<file path="src/rtl/rv_multicycle_sequencer.sv">
// Multicycle RV32 control sequencer: walks each instruction through FETCH, DECODE,
// EXEC, MEM and WB and produces the datapath strobes. Memory handshakes are guarded
// by a wait counter that drops into an absorbing FAULT state on timeout.
module rv_multicycle_sequencer #(
  parameter int unsigned TIMEOUT_CYCLES = 16
) (
  input  logic       clk,
  input  logic       rst_n,
  input  logic [6:0] opcode_i,
  input  logic       branch_taken_i,
  output logic       imem_req_o,
  input  logic       imem_ready_i,
  output logic       dmem_req_o,
  output logic       dmem_we_o,
  input  logic       dmem_ready_i,
  output logic       ir_we_o,
  output logic       rf_we_o,
  output logic       pc_we_o,
  output logic [1:0] pc_sel_o,
  output logic       retire_o,
  output logic       fault_o,
  output logic [2:0] state_o
);

  typedef enum logic [2:0] {
    StFetch  = 3'd0,
    StDecode = 3'd1,
    StExec   = 3'd2,
    StMem    = 3'd3,
    StWb     = 3'd4,
    StIdle   = 3'd5,
    StFault  = 3'd7
  } state_e;

  localparam logic [6:0] OpLoad   = 7'b0000011;
  localparam logic [6:0] OpStore  = 7'b0100011;
  localparam logic [6:0] OpBranch = 7'b1100011;
  localparam logic [6:0] OpR      = 7'b0110011;
  localparam logic [6:0] OpI      = 7'b0010011;
  localparam logic [6:0] OpLui    = 7'b0110111;
  localparam logic [6:0] OpAuipc  = 7'b0010111;
  localparam logic [6:0] OpJal    = 7'b1101111;
  localparam logic [6:0] OpJalr   = 7'b1100111;

  localparam logic [1:0] PcPlus4 = 2'd0;
  localparam logic [1:0] PcImm   = 2'd1;
  localparam logic [1:0] PcAlu   = 2'd2;

  // Last counter value at which a still-pending request is abandoned.
  localparam logic [7:0] TimeoutLast = 8'(TIMEOUT_CYCLES - 1);

  state_e     state_q, state_d;
  logic [7:0] wait_q, wait_d;

  logic is_mem, is_store, is_branch, is_wb, is_jal, is_jalr;

  assign is_store  = (opcode_i == OpStore);
  assign is_mem    = (opcode_i == OpLoad) || is_store;
  assign is_branch = (opcode_i == OpBranch);
  assign is_jal    = (opcode_i == OpJal);
  assign is_jalr   = (opcode_i == OpJalr);
  assign is_wb     = (opcode_i == OpR) || (opcode_i == OpI) || (opcode_i == OpLui) ||
                     (opcode_i == OpAuipc) || is_jal || is_jalr;

  // Next-state and wait-counter update.
  always_comb begin
    state_d = state_q;
    wait_d  = wait_q;
    unique case (state_q)
      StIdle: state_d = StFetch;
      StFetch: begin
        if (imem_ready_i) begin
          state_d = StDecode;
        end else if (wait_q == TimeoutLast) begin
          state_d = StFault;
        end else begin
          wait_d = wait_q + 8'd1;
        end
      end
      StDecode: state_d = StExec;
      StExec: begin
        if (is_mem) begin
          state_d = StMem;
        end else if (is_branch) begin
          state_d = StFetch;
        end else if (is_wb) begin
          state_d = StWb;
        end else begin
          state_d = StFault;
        end
      end
      StMem: begin
        if (dmem_ready_i) begin
          state_d = is_store ? StFetch : StWb;
        end else if (wait_q == TimeoutLast) begin
          state_d = StFault;
        end else begin
          wait_d = wait_q + 8'd1;
        end
      end
      StWb:    state_d = StFetch;
      StFault: state_d = StFault;
      default: state_d = StFault;
    endcase
    // Each new handshake starts its timeout budget from zero.
    if ((state_d != state_q) && ((state_d == StFetch) || (state_d == StMem))) begin
      wait_d = 8'd0;
    end
  end

  // State and wait counter registers.
  always_ff @(posedge clk or negedge rst_n) begin
    if (!rst_n) begin
      state_q <= StIdle;
      wait_q  <= 8'd0;
    end else begin
      state_q <= state_d;
      wait_q  <= wait_d;
    end
  end

  // Strobes decoded from state; IDLE decodes to all-low so reset silences outputs at once.
  always_comb begin
    imem_req_o = 1'b0;
    ir_we_o    = 1'b0;
    dmem_req_o = 1'b0;
    dmem_we_o  = 1'b0;
    rf_we_o    = 1'b0;
    pc_we_o    = 1'b0;
    pc_sel_o   = PcPlus4;
    fault_o    = 1'b0;
    unique case (state_q)
      StFetch: begin
        imem_req_o = 1'b1;
        ir_we_o    = imem_ready_i;
      end
      StExec: begin
        if (is_branch) begin
          pc_we_o  = 1'b1;
          pc_sel_o = branch_taken_i ? PcImm : PcPlus4;
        end
      end
      StMem: begin
        dmem_req_o = 1'b1;
        dmem_we_o  = is_store;
        pc_we_o    = is_store && dmem_ready_i;
      end
      StWb: begin
        rf_we_o  = 1'b1;
        pc_we_o  = 1'b1;
        pc_sel_o = is_jal ? PcImm : (is_jalr ? PcAlu : PcPlus4);
      end
      StFault: fault_o = 1'b1;
      default: ;
    endcase
    retire_o = pc_we_o;
  end

  assign state_o = state_q;

endmodule

</file>
<file path="config.mk">
export PLATFORM = sky130hd
export DESIGN_NAME = rv_multicycle_sequencer
export DESIGN_NICKNAME = d
export VERILOG_FILES = /design/src/rtl/rv_multicycle_sequencer.sv
export SDC_FILE = /design/constraint.sdc
export NUM_CORES = 1
export LEC_CHECK = 0
export ABC_AREA = 0
export ABC_CLOCK_PERIOD_IN_PS = 1980
export BUFFER_PORTS_ARGS = -buffer_cell sky130_fd_sc_hd__clkbuf_2
export CAP_MARGIN = 5
export CELL_PAD_IN_SITES_DETAIL_PLACEMENT = 0
export CELL_PAD_IN_SITES_GLOBAL_PLACEMENT = 1
export CORE_UTILIZATION = 33
export CTS_CLUSTER_SIZE = 24
export DETAILED_ROUTE_END_ITERATION = 6
export HOLD_SLACK_MARGIN = 0.08
export PLACE_DENSITY_LB_ADDON = 0.1
export SYNTH_ARGS = -nofsm -noshare
export SYNTH_HDL_FRONTEND = slang
export SYNTH_SLANG_ARGS = --single-unit
</file>
<file path="constraint.sdc">
create_clock -name clk -period 1.98 [get_ports clk]
set_input_delay 0.594 -clock clk [delete_from_list [all_inputs] [get_ports clk]]
set_output_delay 0.594 -clock clk [all_outputs]
set_load 0.02 [all_outputs]
</file>
==> results.yml <==
pwr:
  switching_share: 0.421
  total_power_uw: 1780
  leakagePower_uw: 0.000676
  peakVddDrop_uv: 851
  p_per_area_mw_per_mm2: 1240
  combinationalPowerShare: 0.715
  switchingPower_uw: 750
  p_int_uw: 1030
  p_clk_frac: 0.089
  seq_power_share: 0.196
clocking:
  cts_tree: "done"
  cts_sinks: 11
  cts.clk_slew.worst_paths_ns: 0.07
  cts_hold_buf: 0
  cts-root-buf: "clkbuf_4"
  clk_path_buf_depth: 2
  clkLatencyLatePin_ns: 0.27
  htreeDepth: 1
  numCtsBuffers: 3
die:
  initial_core_util: 0.364
  io_pins: 25
  die_w_um: 52.6
  die_h_um: 52.6
  rows: 17
  dieArea_mm2: 0.00277
  core_area_mm2: 0.00232
synthesis:
  avgSynthCellArea_um2: 8.98
  synth_top_area_share: 0.267
  yosys_warnings: 0
  synth.largest_area_cell: "dfrtp_1"
  synth-async-reset-ratio: 1.00
  synth_flop_cell: "dfrtp_1"
  synth_seq_cells: 11
  synth.distinct_cells: 41
  seq_area_frac_synth: 0.329
  postSynthCellCount: 94
  synth_area_leaders: "dfrtp_1 (27%), nor2_1 (7.1%), dfstp_2 (6.2%), xor2_1 (5.2%), nor3_4 (3.9%)"
  yosys-top-cells-count: "nor2_1 (16), dfrtp_1 (9), nand2_1 (6)"
  synth_area_um2: 845
  synth.net_count: 107
  synth_edf_count: 0
  yosysMostFrequentCell: "nor2_1"
setup_path:
  cpPeakStageDelay_ns: 0.35
  arrival_ns: 1.62
  crit_required_ns: 1.39
  crit_fanout: 3
  crit_path_top_delay_cell: "a211o_4"
  path_cells: "clkbuf_2, and3b_2, nand2_4, buf_6, nor2_4, a211o_4, buf_8"
  critPathKind: "in -> out"
  end_kind: "primary output"
  cp-start-kind: "input port"
global_route:
  grt_start_max_net_pins: 12
  grt_pass1_vias: 854
  antenna_found_initial: 0
  grt_usage: 0.200
  grt_pass1_wl_mm: 3.96
  grt_overflow_total: 0
sta:
  worst_pin_slew_ns: 0.415
  maxSlewViolCount: 0
  fmax_mhz: 452
  fin_crit_ns: 2.21
  finClkSkew_ns: 0.00114
  holdWs_ns: 0.180
  tns_ns: -1.03
  setup_slack_ns: -0.232
  finalHoldViolCount: 0
  setup_viol: 7
  slew_headroom: 0.721
  rsz0062_at_grt: "true"
  fin_crit_sh: 1.12
flow_run:
  drv_cap: 0
routing:
  dr_wl_met2_mm: 1.21
  wl_met3_um: 103
  avgViaCountPerCell: 5.25
  finalWirelength_mm: 2.43
  drt_iter0_drc: 26
  vias: 918
  ant_nets: 0
  wl_per_cell_um: 13.9
  dr.pass1.iters: 4
  drcViolationCount: 0
  highest_layer: "met4"
  met1Wirelength_mm: 1.10
final_layout:
  synthToLayoutAreaGrowth_pct: 69.8
  nNetsFinal: 161
  drive_gt1_frac: 0.558
  fin_util: 0.618
  postLayoutCellArea_mm2: 0.00143
  n_antenna_cell: 0
run_status:
  status: "finished, violations left"
  violations: "negative setup slack"
place:
  dp_hpwl_mm: 1.71
  io_buffers: 24
  finalWeightedCongestion: 0.786
  dpl_cell_area_mm2: 0.00117
hold_path:
  min_path_type: "in -> async"
-- layout by cell type (no fill, tap or decap), types with 2 or more instances in the layout --
cell type	instances
nand4_1	5
or4_4	2
nand2_1	4
clkbuf_8	4
nand3_1	5
buf_4	26
clkbuf_2	13
buf_6	6
xor2_1	5
o21ai_0	2
nand2b_4	2
clkbuf_4	3
dfstp_2	2
buf_8	2
nor2_4	3
nor3_4	3
nor2_1	13
dfrtp_1	9
buf_12	2
-- power by group through the flow --
stage | clock [uW] | sequential [uW] | combinational [uW]
final | 158 | 349 | 1270
after CTS | 163 | 349 | 1210
after detailed placement | 0 | 349 | 940
after global placement | 0 | 348 | 938
after floorplan | 0 | 374 | 556
after global routing | 178 | 357 | 1370
-- metal layers --
metal  GRT usage  vias to the layer above
met5           0                        -
met4      0.0526                        0
met3      0.0522                        2
met2       0.312                       21
met1       0.271                      435
li1            -                      460
-- flip-flops by register name, summed over array words and instances, names as in the netlist --
name     cells
state_o      3
wait_q       8
-- worst max-delay path, delay by kind of cell --
kind                   cells  cell delay, ns
AND/OR/NAND/NOR            3            0.35
buffers and inverters      3            0.33
AO/OA/AOI/OAI              1            0.35
-- cell families (layout without fill, tap and decap cells) --
group	Yosys count	count (layout)	synth area share
AND/OR/NAND/NOR	53	53	0.364
AO/OA/AOI/OAI	16	16	0.173
flip-flops	11	11	0.329
XOR/XNOR	6	6	0.0622
buffers and inverters	5	58	0.0311
multiplexers	2	2	0.0252
adder cells (fa/ha/maj)	1	1	0.0148
-- what timing repair did --
item / 4_1_cts / 5_1_grt
setup endpoints to repair: 9 / 15
resized for setup: 27 / 14
pin swaps: 6 / 8
buffers inserted: 7 / 4
-- cell type report --
| class | count | area (um2) |
|---|---|---|
| inverter | 1 | 3.75 |
| clock buffer | 4 | 26.3 |
| multi-input combinational | 78 | 638 |
| timing repair buffer | 53 | 453 |
| sequential | 11 | 278 |
| tap | 28 | 35.0 |
| fill | 212 | 885 |
-- per-stage QoR --
step,cells,worst slack (ns)
6_report,175,-0.232
5_1_grt,175,-0.265
4_1_cts,172,-0.223
3_5_place_dp,161,-0.252
3_3_place_gp,161,-0.199
2_1_floorplan,94,-0.197
-- final timing paths --
check	cells past startpoint	from	endpoint	slack (ns)
min in group clk	2	wait_q[7]$_DFFE_PN0P_	wait_q[7]$_DFFE_PN0P_	0.59
hold reg to reg	2	wait_q[7]$_DFFE_PN0P_	wait_q[7]$_DFFE_PN0P_	0.59
max in group asynchronous	1	rst_n	state_o[0]$_DFF_PN1_	1.53
setup / recovery	7	opcode_i[1]	retire_o	-0.23
hold / removal	1	rst_n	state_o[1]$_DFF_PN0_	0.18
setup reg to reg	8	state_o[0]$_DFF_PN1_	wait_q[3]$_DFFE_PN0P_	0.04
Note: power is estimated with default switching activity, not from simulation.
